[src/rtl/muldiv_seq_if.sv]
`default_nettype none
// ============================================================================
//  Module      : muldiv_seq_if
//  Description : Request/result bundle for the sequential multiply/divide unit.
//                The master issues operations; the slave (muldiv_seq) returns
//                status and results.
//  Revision    : 1.0  initial release
// ============================================================================
interface muldiv_seq_if #(
  parameter int WIDTH = 32
);
  logic             start;
  logic [1:0]       op;
  logic [WIDTH-1:0] opA;
  logic [WIDTH-1:0] opB;
  logic             busy;
  logic             done;
  logic [WIDTH-1:0] productHI;
  logic [WIDTH-1:0] productLO;
  logic             div_by_zero;

  modport master (
    output start, op, opA, opB,
    input  busy, done, productHI, productLO, div_by_zero
  );

  modport slave (
    input  start, op, opA, opB,
    output busy, done, productHI, productLO, div_by_zero
  );
endinterface
`default_nettype wire

[src/rtl/muldiv_seq.sv]
`default_nettype none
// ============================================================================
//  Module      : muldiv_seq
//  Description : Iterative multiply/divide unit. One shift-add (multiply) or
//                restoring-subtract (divide) step per cycle on operand
//                magnitudes, followed by a sign-fix cycle. Signed and
//                unsigned variants of both operations; divide-by-zero is
//                short-circuited.
//  Revision    : 1.0  initial release
// ============================================================================
module muldiv_seq #(
  parameter int WIDTH = 32
) (
  input  logic        clk,
  input  logic        reset,
  muldiv_seq_if.slave io_bus
);

  localparam int                 c_cnt_w   = $clog2(WIDTH + 1);
  localparam logic [c_cnt_w-1:0] c_cnt_one = c_cnt_w'(1);
  localparam logic [c_cnt_w-1:0] c_cnt_max = c_cnt_w'(WIDTH);

  typedef enum logic [1:0] {
    S_IDLE = 2'd0,
    S_CALC = 2'd1,
    S_FIX  = 2'd2,
    S_DONE = 2'd3
  } state_t;

  state_t               r_state;
  logic [c_cnt_w-1:0]   r_count;
  logic                 r_is_div;
  logic                 r_neg_lo;    // product sign (mult) or quotient sign (div)
  logic                 r_neg_hi;    // remainder sign (div only)
  logic                 r_dbz_pend;
  logic [WIDTH-1:0]     r_hi;        // running upper half / partial remainder
  logic [WIDTH-1:0]     r_lo;        // multiplier bits / dividend-quotient bits
  logic [WIDTH-1:0]     r_b;         // multiplicand or divisor magnitude
  logic                 r_busy;
  logic                 r_done;
  logic                 r_dbz;
  logic [WIDTH-1:0]     r_prod_hi;
  logic [WIDTH-1:0]     r_prod_lo;

  logic                 w_a_neg;
  logic                 w_b_neg;
  logic [WIDTH-1:0]     w_a_mag;
  logic [WIDTH-1:0]     w_b_mag;
  logic                 w_dbz;
  logic [WIDTH:0]       w_sum;
  logic [WIDTH:0]       w_rem_sh;
  logic                 w_fits;
  logic [WIDTH-1:0]     w_diff;
  logic [2*WIDTH-1:0]   w_prod;
  logic [2*WIDTH-1:0]   w_prod_neg;

  // Operand magnitudes; op[0] selects signed interpretation.
  assign w_a_neg = io_bus.op[0] & io_bus.opA[WIDTH-1];
  assign w_b_neg = io_bus.op[0] & io_bus.opB[WIDTH-1];
  assign w_a_mag = w_a_neg ? -io_bus.opA : io_bus.opA;
  assign w_b_mag = w_b_neg ? -io_bus.opB : io_bus.opB;
  assign w_dbz   = io_bus.op[1] && (io_bus.opB == '0);

  // Shift-add step: conditionally add the multiplicand into the upper half,
  // then shift the whole accumulator right with the carry.
  assign w_sum = {1'b0, r_hi} + (r_lo[0] ? {1'b0, r_b} : '0);

  // Restoring-divide step. The remainder is always below the divisor, so the
  // difference fits in WIDTH bits whenever the trial subtraction succeeds.
  assign w_rem_sh = {r_hi, r_lo[WIDTH-1]};
  assign w_fits   = (w_rem_sh >= {1'b0, r_b});
  assign w_diff   = w_rem_sh[WIDTH-1:0] - r_b;

  assign w_prod     = {r_hi, r_lo};
  assign w_prod_neg = -w_prod;

  assign io_bus.busy        = r_busy;
  assign io_bus.done        = r_done;
  assign io_bus.productHI   = r_prod_hi;
  assign io_bus.productLO   = r_prod_lo;
  assign io_bus.div_by_zero = r_dbz;

  // Control FSM and datapath; all outputs are registered.
  always_ff @(posedge clk) begin
    if (reset) begin
      r_state    <= S_IDLE;
      r_count    <= '0;
      r_is_div   <= 1'b0;
      r_neg_lo   <= 1'b0;
      r_neg_hi   <= 1'b0;
      r_dbz_pend <= 1'b0;
      r_hi       <= '0;
      r_lo       <= '0;
      r_b        <= '0;
      r_busy     <= 1'b0;
      r_done     <= 1'b0;
      r_dbz      <= 1'b0;
      r_prod_hi  <= '0;
      r_prod_lo  <= '0;
    end else begin
      case (r_state)
        S_IDLE: begin
          r_done <= 1'b0;
          r_dbz  <= 1'b0;
          if (io_bus.start) begin
            r_is_div <= io_bus.op[1];
            r_busy   <= 1'b1;
            r_state  <= S_CALC;
            if (w_dbz) begin
              // No iterations: FIX copies these straight to the outputs.
              r_hi       <= io_bus.opA;
              r_lo       <= '1;
              r_b        <= '0;
              r_neg_lo   <= 1'b0;
              r_neg_hi   <= 1'b0;
              r_dbz_pend <= 1'b1;
              r_count    <= '0;
            end else begin
              r_hi       <= '0;
              r_lo       <= w_a_mag;
              r_b        <= w_b_mag;
              r_neg_lo   <= w_a_neg ^ w_b_neg;
              r_neg_hi   <= io_bus.op[1] & w_a_neg;
              r_dbz_pend <= 1'b0;
              r_count    <= c_cnt_max;
            end
          end
        end

        S_CALC: begin
          if (r_count != '0) begin
            r_count <= r_count - c_cnt_one;
            if (r_is_div) begin
              r_hi <= w_fits ? w_diff : w_rem_sh[WIDTH-1:0];
              r_lo <= {r_lo[WIDTH-2:0], w_fits};
            end else begin
              r_hi <= w_sum[WIDTH:1];
              r_lo <= {w_sum[0], r_lo[WIDTH-1:1]};
            end
          end else begin
            r_state <= S_FIX;
          end
        end

        S_FIX: begin
          if (r_is_div) begin
            r_prod_hi <= r_neg_hi ? -r_hi : r_hi;
            r_prod_lo <= r_neg_lo ? -r_lo : r_lo;
          end else begin
            {r_prod_hi, r_prod_lo} <= r_neg_lo ? w_prod_neg : w_prod;
          end
          r_busy  <= 1'b0;
          r_done  <= 1'b1;
          r_dbz   <= r_dbz_pend;
          r_state <= S_DONE;
        end

        S_DONE: begin
          r_done  <= 1'b0;
          r_dbz   <= 1'b0;
          r_state <= S_IDLE;
        end

        default: begin
          r_state <= S_IDLE;
        end
      endcase
    end
  end

endmodule
`default_nettype wire

[src/flat_wrapper.sv]
// flat-port wrapper written by rule: the top's interface ports become plain ports
module muldiv_seq_flat 
#(
  parameter int WIDTH = 32
)
  (clk, reset, io_bus_start, io_bus_op, io_bus_opA, io_bus_opB, io_bus_busy, io_bus_done, io_bus_productHI, io_bus_productLO, io_bus_div_by_zero);
  muldiv_seq_if #(.WIDTH(WIDTH)) io_bus_i ();
  input  logic clk;
  input  logic reset;
  input wire logic [$bits(io_bus_i.start)-1:0] io_bus_start;
  input wire logic [$bits(io_bus_i.op)-1:0] io_bus_op;
  input wire logic [$bits(io_bus_i.opA)-1:0] io_bus_opA;
  input wire logic [$bits(io_bus_i.opB)-1:0] io_bus_opB;
  output wire logic [$bits(io_bus_i.busy)-1:0] io_bus_busy;
  output wire logic [$bits(io_bus_i.done)-1:0] io_bus_done;
  output wire logic [$bits(io_bus_i.productHI)-1:0] io_bus_productHI;
  output wire logic [$bits(io_bus_i.productLO)-1:0] io_bus_productLO;
  output wire logic [$bits(io_bus_i.div_by_zero)-1:0] io_bus_div_by_zero;
  assign io_bus_i.start = io_bus_start;
  assign io_bus_i.op = io_bus_op;
  assign io_bus_i.opA = io_bus_opA;
  assign io_bus_i.opB = io_bus_opB;
  assign io_bus_busy = io_bus_i.busy;
  assign io_bus_done = io_bus_i.done;
  assign io_bus_productHI = io_bus_i.productHI;
  assign io_bus_productLO = io_bus_i.productLO;
  assign io_bus_div_by_zero = io_bus_i.div_by_zero;
  muldiv_seq #(.WIDTH(WIDTH)) u_core (.clk(clk), .reset(reset), .io_bus(io_bus_i));
endmodule
[config.mk]
export PLATFORM = sky130hd
export DESIGN_NAME = muldiv_seq_flat
export DESIGN_NICKNAME = d
export VERILOG_FILES = /design/src/rtl/muldiv_seq_if.sv /design/src/rtl/muldiv_seq.sv /design/src/flat_wrapper.sv
export SDC_FILE = /design/constraint.sdc
export NUM_CORES = 1
export LEC_CHECK = 0
export BUFFER_PORTS_ARGS = -buffer_cell sky130_fd_sc_hd__clkbuf_2
export CORE_MARGIN = 2
export CORE_UTILIZATION = 40
export DETAILED_ROUTE_END_ITERATION = 8
export GPL_TIMING_DRIVEN = 0
export MAX_ROUTING_LAYER = met4
export PLACE_DENSITY_LB_ADDON = 0.08
export SYNTH_ARGS = -nofsm -noshare
export SYNTH_HDL_FRONTEND = slang
export SYNTH_SLANG_ARGS = --single-unit
[constraint.sdc]
create_clock -name clk -period 4.3 [get_ports clk]
set_clock_uncertainty 0.15 [all_clocks]
set_input_delay 0.645 -clock clk [delete_from_list [all_inputs] [get_ports clk]]
set_output_delay 0.645 -clock clk [all_outputs]
set_load 0.05 [all_outputs]
Yosys cells after proc, flatten, opt, wreduce, memory -nomap -nowiden
Index checks and enable logic that the tools add are counted.
W data, S select, Z words.
{"block": "word_totals", "register_bits": 175, "inputBits": 69, "output_inout_bits": 67, "wordCells": 79}
{"block": "classes", "add_sub_neg": 8, "order_cmp": 1, "eq_ne": 6, "mux": 34, "bitwise_logic": 4, "n_reduce_logical": 12}
{"operator": "$mux W32", "n": 17}
{"operator": "$neg A32 Y32", "n": 4}
{"operator": "$pmux W32 S2", "n": 2}
{"operator": "$mux W64", "n": 1}
{"operator": "$neg A64 Y64", "n": 1}
{"operator": "$add A32 B33 Y33", "n": 1}
{"operator": "$ge A33 B32 Y1", "n": 1}
{"operator": "$logic_not A32 Y1", "n": 1}
{"operator": "$sub A32 B32 Y32", "n": 1}
{"operator": "$mux W6", "n": 3}
{"operator": "$pmux W6 S2", "n": 1}
{"operator": "$pmux W2 S4", "n": 1}
{"operator": "$pmux W1 S2", "n": 3}
{"operator": "$reduce_and A2 Y1", "n": 3}
{"operator": "$reduce_bool A2 Y1", "n": 3}
{"operator": "$reduce_bool A6 Y1", "n": 1}
{"operator": "$sub A6 B1 Y6 const B", "n": 1}
{"operator": "$eq A2 B2 Y1 const B", "n": 2}
{"operator": "$mux W1", "n": 4}
{"operator": "$mux W2", "n": 2}
{"operator": "$ne A2 B2 Y1 const B", "n": 2}
{"operator": "$and A1 B1 Y1", "n": 3}
{"operator": "$reduce_and A3 Y1", "n": 1}
{"operator": "$eq A2 B1 Y1 const B", "n": 1}
{"operator": "5 further kinds", "n": 5}

Logic depth before layout (Yosys ltp)
Gate-level depths: netlist (run 1).
{"block": "depth", "depth_word": 5, "depth_mapped": 14, "mapped_depth_nobuf": 12}

Worst setup path before layout (run 1)
Ideal clock, no wire load.
{"block": "synth_timing", "path_type": "register -> register", "start": "register u_core.r_lo[0]", "end": "register u_core.r_hi[24]", "setup_time_ps": 133, "t_arrival_ps": 2979, "required_ps": 4017, "slack_ps": 1038, "path_stages_with_launch": 14, "n_path_buf": 1, "period_less_slack_ps": 3262, "path_cell_list": "dfxtp_1 > inv_1 > clkbuf_1 > nor2_1 > ha_1 > a21o_1 > o21bai_1 > o21a_1 > or3_1 > a211oi_1 > o21ai_0 > xor2_1 > a22oi_1 > a31oi_1"}
{"block": "synth_via", "elab_chain_cells": 5}
{"item": "start: declaration", "line": "muldiv_seq.sv:37", "rtl": "logic [WIDTH-1:0] r_lo;"}
{"item": "start signal: assignment", "line": "muldiv_seq.sv:120", "rtl": "r_lo <= w_a_mag;"}
{"item": "start signal: assignment", "line": "muldiv_seq.sv:135", "rtl": "r_lo <= {r_lo[WIDTH-2:0], w_fits};"}
{"item": "start signal: assignment", "line": "muldiv_seq.sv:138", "rtl": "r_lo <= {w_sum[0], r_lo[WIDTH-1:1]};"}
{"item": "$mux W32", "line": "muldiv_seq.sv:66", "rtl": "assign w_sum = {1'b0, r_hi} + (r_lo[0] ? {1'b0, r_b} : '0);"}
{"item": "$add A32 B33 Y33", "line": "muldiv_seq.sv:66"}
{"item": "$mux W32", "line": "muldiv_seq.sv:133", "rtl": "if (r_is_div) begin"}
{"item": "$mux W32", "line": "muldiv_seq.sv:131", "rtl": "if (r_count != '0) begin"}
{"item": "$pmux W32 S2", "line": "muldiv_seq.sv:101", "rtl": "case (r_state)"}
{"item": "end signal: assignment", "line": "muldiv_seq.sv:111", "rtl": "r_hi <= io_bus.opA;"}
{"item": "end signal: assignment", "line": "muldiv_seq.sv:134", "rtl": "r_hi <= w_fits ? w_diff : w_rem_sh[WIDTH-1:0];"}
{"item": "end signal: assignment", "line": "muldiv_seq.sv:137", "rtl": "r_hi <= w_sum[WIDTH:1];"}
{"item": "end: declaration", "line": "muldiv_seq.sv:36", "rtl": "logic [WIDTH-1:0] r_hi;"}
Every way passes these cells. The select of a mux whose other input is x is not followed.
A chain may end at the register's enable or synchronous reset.

Worst setup path in the final report (run 1)
{"block": "layout_timing", "start": "register u_core.r_lo[31]", "end": "register u_core.r_hi[22]"}
{"block": "layout_via", "elab_chain_cells": 5}
{"item": "$sub A32 B32 Y32 or $ge A33 B32 Y1 (tied branches)", "line": "muldiv_seq.sv:72, muldiv_seq.sv:71"}
{"item": "$mux W32 *", "line": "muldiv_seq.sv:134"}
{"item": "$mux W32 *", "line": "muldiv_seq.sv:133"}
{"item": "$mux W32 *", "line": "muldiv_seq.sv:131"}
{"item": "$pmux W32 S2 *", "line": "muldiv_seq.sv:101"}
Every way passes the cells marked *; elsewhere a longest branch is shown, timed or not. The select of a mux whose other input is x is not followed.

==> metrics.md, run 1 <==
| Metric | Value |
|---|---|
| Outcome | `finished clean` |
| Final Wtd Congestion | `0.989` |
| Syn. warnings | `0` |
| Share of cells above drive strength 1 | `0.103` |
| Max clock buf depth | `2` |
| Clk root buf | `clkbuf_16` |
| Syn nets | `2068` |
| H-Tree Depth | `4` |
| Later-pin clock latency in the skew report | `460 ps` |
| Fin cells | `2552` |
| Via-per-instance ratio | `5.98` |
| CTS tree | `built` |
| Port Buffer Count | `135` |
| Gate Count Post-Synth | `1923` |
| Critical Path Start Type | `flop` |
| WL per Instance | `23.7 um` |
| MaxCap Viol Count | `0` |
| Pre-Repair DR Iteration Count | `5` |
| Hold WC Path Type | `flop to flop` |
| Peak supply drop | `0.429 mV` |
| Crit share post-route | `0.949` |
| First-pass GRT wire length | `90700 um` |
| Worst slack, placed | `-74.6 ps` |
| Synth Flop Type | `dfxtp_1` |
| Reg2reg end | `u_core.r_hi[22]` |
| Synthesis-to-finish area growth | `12.7%` |
| Core box area | `0.0356 mm2` |
| R2R depth | `12` |
| Final ANT Viol Nets | `0` |
| Post-route setup slack | `218 ps` |
| Critical Path End Type | `flop` |
| Hold Startpoint | `u_core.r_b[31]` |
| Final Core Density | `0.457` |
| FP Rows | `69` |
| Worst-path maximum fanout | `7` |
| DIE AREA | `0.0376 mm2` |
| Die span in y | `194 um` |
| Top-Level Pins | `136` |
| Leak | `6.34 nW` |
| Number of flops mapped to enable cells by yosys | `0` |
| Synth cell types | `79` |
| Max Clk Rate | `245 MHz` |
| Crit path kind | `flop to flop` |
| Synth async-reset ratio | `0` |
| Total CTS buffers | `17` |
| Top post-synthesis cells by area | `dfxtp_1 24%, nor2_1 6.9%, ha_1 6.4%` |
| Cell count after placement | `2519` |
| Final setup vio count | `0` |
| Starting DRT DRC Count | `1145` |
| Fillers | `3717` |
| Share of the synthesized area in the top cell type | `0.243` |
| Req. time, crit path | `4440 ps` |
| Synth area leader | `dfxtp_1` |
| WHS | `319 ps` |
| Clock-pin transition on the worst setup and hold timing paths | `70 ps` |
| Reg2reg start | `u_core.r_lo[31]` |
| Worst setup path end | `u_core.r_hi[22]` |
| Initial antenna violation count | `1` |
| Vias in the first global route | `14700` |
| Minimum clock period | `4080 ps` |
| Register area share after synthesis | `0.243` |
| DIE WIDTH | `194 um` |
| Hold_buf cts | `0` |
| Total GRT Usage | `0.325` |
| Worst-Margin Slew | `1200 ps` |
| DR vias | `15300` |
| Arr. time, crit path | `4220 ps` |
| Mapped cell area | `0.0144 mm2` |
| Worst slew margin | `0.199` |
| Synth Area per Inst | `7.51 um2` |
| R2r setup slk | `220 ps` |
| RSZ-0062 raised after global routing | `no` |
| FF+latch count, synth | `175` |
| Post-Route WL | `60400 um` |
| Setup bufs post-CTS | `0` |
| Largest net degree at the start of global routing | `17` |
| Setup crit start | `u_core.r_lo[31]` |
| CTS sink cnt | `175` |
| Gr ovfl total | `0` |
| Post-DP HPWL | `48800 um` |
| DRC Markers | `0` |
| Pins Over Slew Limit | `0` |
| Final hold viol count | `0` |
| Starting density of the core | `0.406` |
| Power per cell area | `714 mW/mm2` |
| Most common cell in the netlist | `nor2_1` |
| Synth cell count leaders | `264 x nor2_1, 182 x a21oi_1, 175 x dfxtp_1` |
| Final nets | `2222` |
-- cells by family (layout without fill, tap and decap cells) --
logic type,after synthesis,in the layout,share of synthesized area
and+or+nand+nor,624,624,0.208
AOI/OAI and AO/OA,613,613,0.283
buffers and inverters,209,376,0.0569
DFF,175,175,0.243
xor gates and xnor gates,166,166,0.101
adders and majority gates,76,76,0.0669
muxes,60,60,0.0416
other,0,1,0
-- cells in the final DEF (no fill, tap or decap), drive strengths merged, types with 15 or more instances in the layout --
| master | count |
|---|---|
| a211oi | 88 |
| a21o | 33 |
| a21oi | 182 |
| a221oi | 55 |
| a31oi | 18 |
| and3 | 24 |
| buf | 18 |
| clkbuf | 269 |
| dfxtp | 175 |
| ha | 74 |
| inv | 78 |
| mux2i | 60 |
| nand2 | 111 |
| nand2b | 22 |
| nand3 | 42 |
| nand4 | 15 |
| nor2 | 266 |
| nor3 | 46 |
| nor4 | 22 |
| o21ai | 93 |
| o22ai | 15 |
| o31ai | 29 |
| or3 | 24 |
| xnor2 | 78 |
| xor2 | 88 |
-- report_power, final --
group | leakage [nW] | switching, mW | internal, mW | total (mW)
Clock | 0.260 | 0.746 | 0.799 | 1.54
Sequential | 1.43 | 0.507 | 2.06 | 2.57
Combinational | 4.65 | 5.13 | 2.37 | 7.50
-- metrics by stage --
step                      cell area [um2]  power (mW)  TNS, ps
after floorplan                     14400        7.57        0
after global placement              15700        9.89     -120
after detailed placement            15700        9.91     -132
after CTS                           16200        11.5        0
after global routing                16300        12.3        0
final                               16300        11.6        0
-- worst min path at each step --
stage	cells past startpoint	slack [ps]	to
floorplan	2	280	u_core.r_b[31]
global placement	2	300	u_core.r_b[31]
detailed placement	2	310	u_core.r_b[31]
CTS	2	320	u_core.r_b[31]
global route	2	340	u_core.r_b[31]
finish	2	320	u_core.r_b[31]
-- worst max-delay path: stages, from the launching register on --
cell       delay, ps
dfxtp_1          540
inv_1            150
ha_1             260
fa_1             440
nor2b_1          200
o31ai_1          170
a21oi_1          360
a41oi_1          330
a31oi_4          390
a2111oi_0        160
a41o_1           230
o21ai_0          340
a41oi_1          190
-- per-layer routing --
layer,routed length (um),GRT usage,part of all wire,up-vias
met1,25200,0.393,0.42,7176
met4,2930,0.155,0.049,0
met5,0,-,0,-
li1,-,-,-,7351
met2,28700,0.537,0.48,589
met3,3590,0.0398,0.059,153
-- final cells by class --
class / instances / area [um2] / share of cell area
Buffer: 133 / 539 / 0.0332
Clock inverter: 13 / 115 / 0.00708
Inverter: 76 / 285 / 0.0175
Tap cell: 461 / 577 / 0.0355
Sequential cell: 175 / 3500 / 0.215
Timing Repair Buffer: 135 / 676 / 0.0415
Multi-Input combinational cell: 1539 / 10100 / 0.623
Clock buffer: 19 / 433 / 0.0266
Antenna cell: 1 / 2.50 / 0.000154
-- registers in the layout, summed over array words and instances (netlist names) --
name / flops
u_core.r_dbz_pend: 1
u_core.r_neg_lo: 1
u_core.r_is_div: 1
u_core.io_bus.productLO: 32
u_core.r_state: 2
u_core.r_hi: 32
u_core.r_b: 32
u_core.io_bus.productHI: 32
u_core.io_bus.busy: 1
u_core.io_bus.done: 1
u_core.io_bus.div_by_zero: 1
u_core.r_count: 6
u_core.r_neg_hi: 1
u_core.r_lo: 32
-- timing repair --
item / in CTS / in global routing
endpoints found under the setup margin: 2 / 7
pin swaps: 0 / 0
gates resized for setup: 2 / 7
Power figures use the tool's default switching activity.
==> run 2, diff against run 1 <==
--- a/config.mk
+++ b/config.mk
@@ -5,6 +5,7 @@
 export SDC_FILE = /design/constraint.sdc
 export NUM_CORES = 1
 export LEC_CHECK = 0
+export ABC_AREA = 1
 export BUFFER_PORTS_ARGS = -buffer_cell sky130_fd_sc_hd__clkbuf_2
 export CORE_MARGIN = 2
 export CORE_UTILIZATION = 40
==> run 2 against run 1 <==
  * Die area rose by 21%
  * Flip-flop and latch count did not move
  * Worst hold slack got worse by 22 ps
  * Register-to-register slack improved by 590 ps
  * Routed wire length rose by 35%
  * Core utilization fell by 0.46 points
  * Non-clock buffer count fell by 19
  * Sequential share of layout area fell by 3.7 points
  * Setup slack improved by 590 ps
  * Critical path type unchanged
==> metrics.md, run 2 <==
| Metric | Value |
|---|---|
| Most frequent cells in the layout | `851 x nand2_1, 427 x inv_1, 327 x nor2_1 (was 264 x nor2_1, 182 x a21oi_1, 174 x dfxtp_1)` |
| Clock power share | `0.100 (was 0.133)` |
| Synthesis-to-finish area growth | `11.4% (was 12.7%)` |
| FF+latch count, synth | `175 (unchanged)` |
| Final hold viol count | `0 (unchanged)` |
| Final nets | `3335 (was 2222)` |
| Req. time, crit path | `4570 ps (was 4440 ps)` |
| Largest family of logic cells by synthesized area | `simple AND/OR/NAND/NOR gates (was compound AO/OA/AOI/OAI gates)` |
| R2R depth | `17 (was 12)` |
| Sum Neg Setup Slack | `0 ps (unchanged)` |
| Hold depth | `3 (was 2)` |
| Critical Path End Type | `flop (unchanged)` |
| Share of the synthesized area in the top cell type | `0.199 (was 0.243)` |
| Core box area | `0.0433 mm2 (was 0.0356 mm2)` |
| DIE AREA | `0.0457 mm2 (was 0.0376 mm2)` |
| Reg2reg end | `u_core.r_hi[13] (was u_core.r_hi[22])` |
| Top post-synthesis cells by area | `dfxtp_1 20%, nand2_1 18%, inv_1 9.1% (was dfxtp_1 24%, nor2_1 6.9%, ha_1 6.4%)` |
| Via-per-instance ratio | `5.46 (was 5.98)` |
| Synth area leader | `dfxtp_1 (unchanged)` |
| RSZ-0062 raised after global routing | `no (unchanged)` |
| Starting density of the core | `0.406 (about the same)` |
| Mapped cell area | `0.0176 mm2 (was 0.0144 mm2)` |
| Worst hold endpoint | `u_core.r_b[0] (was u_core.r_b[31])` |
| Register area share after synthesis | `0.199 (was 0.243)` |
| Top-Level Pins | `136 (unchanged)` |
| Syn. warnings | `0 (unchanged)` |
| Max clock buf depth | `2 (unchanged)` |
| Outcome | `finished clean (unchanged)` |
| Share of cells above drive strength 1 | `0.108 (was 0.103)` |
| Largest net degree at the start of global routing | `20 (was 17)` |
| WHS | `296 ps (was 319 ps)` |
| Post-Route WL | `81400 um (was 60400 um)` |
| DIE WIDTH | `214 um (was 194 um)` |
| Gate Count Post-Synth | `3036 (was 1923)` |
| Power per cell area | `825 mW/mm2 (was 714 mW/mm2)` |
| Number of flops mapped to enable cells by yosys | `0 (unchanged)` |
| Crit share post-route | `0.812 (was 0.949)` |
| Final Wtd Congestion | `1.03 (was 0.989)` |
| Comb power frac | `0.702 (was 0.646)` |
| Sw Pwr | `9.99 mW (was 6.39 mW)` |
| Syn nets | `3181 (was 2068)` |
| Most common cell in the netlist | `nand2_1 (was nor2_1)` |
| Final setup vio count | `0 (unchanged)` |
| H-Tree Depth | `4 (unchanged)` |
| Worst slew margin | `0.337 (was 0.199)` |
| Fillers | `4854 (was 3717)` |
| Area share of fa/ha/maj cells after synthesis | `0.0549 (was 0.0669)` |
| Initial antenna violation count | `0 (was 1)` |
| Total CTS buffers | `17 (unchanged)` |
| Port Buffer Count | `135 (unchanged)` |
| Hold WC Path Type | `input pin to flop (was flop to flop)` |
| Worst-path maximum fanout | `10 (was 7)` |
| Hold Startpoint | `io_bus_opB[0] (was u_core.r_b[31])` |
| Seq pwr share | `0.199 (was 0.221)` |
| Multi-input gate area | `0.0119 mm2 (was 0.0101 mm2)` |
| CTS sink cnt | `175 (unchanged)` |
| MaxCap Viol Count | `0 (unchanged)` |
| Pre-Repair DR Iteration Count | `8 (was 5)` |
| Synth Area in Simple Gates | `0.377 (was 0.208)` |
| Leak | `9.72 nW (was 6.34 nW)` |
| Worst-Margin Slew | `995 ps (was 1200 ps)` |
| DR vias | `20700 (was 15300)` |
| Register Area | `0.00350 mm2 (about the same)` |
| Starting DRT DRC Count | `2181 (was 1145)` |
| Hold_buf cts | `0 (unchanged)` |
| Post-DP HPWL | `67300 um (was 48800 um)` |
| WL per Instance | `21.5 um (was 23.7 um)` |
| Vias in the first global route | `19000 (was 14700)` |
| Max Clk Rate | `286 MHz (was 245 MHz)` |
| Peak supply drop | `0.333 mV (was 0.429 mV)` |
| Critical Path Start Type | `flop (unchanged)` |
| Clk root buf | `clkbuf_16 (unchanged)` |
| R2r setup slk | `810 ps (was 220 ps)` |
| Diode count | `0 (was 1)` |
| Leading cell type in the layout, fill and taps excluded | `nand2_1 (was nor2_1)` |
| FP Rows | `76 (was 69)` |
| Minimum clock period | `3490 ps (was 4080 ps)` |
| Synth cell count leaders | `851 x nand2_1, 427 x inv_1, 327 x nor2_1 (was 264 x nor2_1, 182 x a21oi_1, 175 x dfxtp_1)` |
| Int Power | `6.17 mW (was 5.23 mW)` |
| Synth Flop Type | `dfxtp_1 (unchanged)` |
| Final ANT Viol Nets | `0 (unchanged)` |
| Clock-pin transition on the worst setup and hold timing paths | `70 ps (about the same)` |
| Pins Over Slew Limit | `0 (unchanged)` |
| Post-synthesis compound-gate area fraction | `0.192 (was 0.283)` |
| Final Core Density | `0.453 (was 0.457)` |
| Arr. time, crit path | `3760 ps (was 4220 ps)` |
| Crit path kind | `flop to flop (unchanged)` |
| Post_cts resized | `0 (was 2)` |
| Die span in y | `214 um (was 194 um)` |
| Reg2reg start | `u_core.r_lo[0] (was u_core.r_lo[31])` |
| Switching Share | `0.618 (was 0.550)` |
| CTS tree | `built (unchanged)` |
| Mux share of post-synthesis cell area | `0 (was 0.0416)` |
| Synth cell types | `56 (was 79)` |
| Synth Area per Inst | `5.79 um2 (was 7.51 um2)` |
| DRC Markers | `0 (unchanged)` |
| Synth async-reset ratio | `0 (unchanged)` |
| Post-Synth XOR/XNOR Area | `0.0528 (was 0.101)` |
| Gr ovfl total | `0 (unchanged)` |
| Later-pin clock latency in the skew report | `500 ps (was 460 ps)` |
| First-pass GRT wire length | `119000 um (was 90700 um)` |
| Total GRT Usage | `0.368 (was 0.325)` |
| Setup bufs post-CTS | `0 (unchanged)` |
[run 2: how the worst max path moves through the flow]
stage	startpoint	to	slack [ps]	depth (start not counted)
floorplan	u_core.r_lo[0]	u_core.r_hi[21]	1780	20
global placement	u_core.r_lo[0]	u_core.r_hi[13]	950	17
detailed placement	u_core.r_lo[0]	u_core.r_hi[13]	940	17
CTS	u_core.r_lo[0]	u_core.r_hi[13]	850	17
global route	u_core.r_lo[0]	u_core.r_hi[31]	560	20
finish	u_core.r_lo[0]	u_core.r_hi[13]	810	17
[run 2: layout make-up]
cell class,instances,area share
inverter,435,0.0834
clock inverter,15,0.00862
buffer,114,0.0282
multi-input combinational,2312,0.607
tap,585,0.0374
timing repair buffer,135,0.0345
sequential,175,0.179
clock buffer,17,0.0217
[run 2: power by group through the flow]
stage                     combinational, mW  clock, mW  sequential (mW)
after detailed placement               11.0          0             3.17
after floorplan                        7.06          0             3.47
after global placement                 11.0          0             3.16
after CTS                              11.1       1.63             3.13
after global routing                   12.3       1.68             3.21
final                                  11.3       1.61             3.21
[run 2: layer usage]
layer | vias to the layer above | wire length [um] | GRT usage
met4 | 0 | 2900 | 0.127
met3 | 145 | 7060 | 0.0542
met1 | 9516 | 36900 | 0.505
met5 | - | 0 | -
li1 | 10100 | - | -
met2 | 974 | 34600 | 0.548
[run 2: critical path: stages (launching register included)]
cell	delay [ps]
dfxtp_1	320
clkbuf_1	450
clkbuf_1	490
nand2_1	110
inv_1	80
ha_1	180
fa_1	270
nand3_1	90
nand2_1	160
nand2_1	70
nand2_1	110
nand3_1	90
nand2_1	160
xor2_1	290
nor2_1	70
nor2_1	130
o21ai_2	80
a21oi_2	110
[run 2: through the flow]
step | total power, mW | std cells | instance area [um2] | setup slack [ps]
CTS | 15.8 | 3788 | 19600 | 847
global route | 17.2 | 3788 | 19600 | 564
floorplan | 10.5 | 3036 | 17600 | 1780
detailed placement | 14.2 | 3756 | 19000 | 940
global placement | 14.2 | 3756 | 19000 | 949
finish | 16.2 | 3788 | 19600 | 809
[run 2: cells by family (layout without fill, tap and decap cells)]
family                     count (synthesis)  count (layout)
buffers and inverters                    549             716
and+or+nand+nor                         1540            1540
adders and majority gates                 76              76
AOI/OAI and AO/OA                        590             590
xor gates and xnor gates                 106             106
DFF                                      175             175
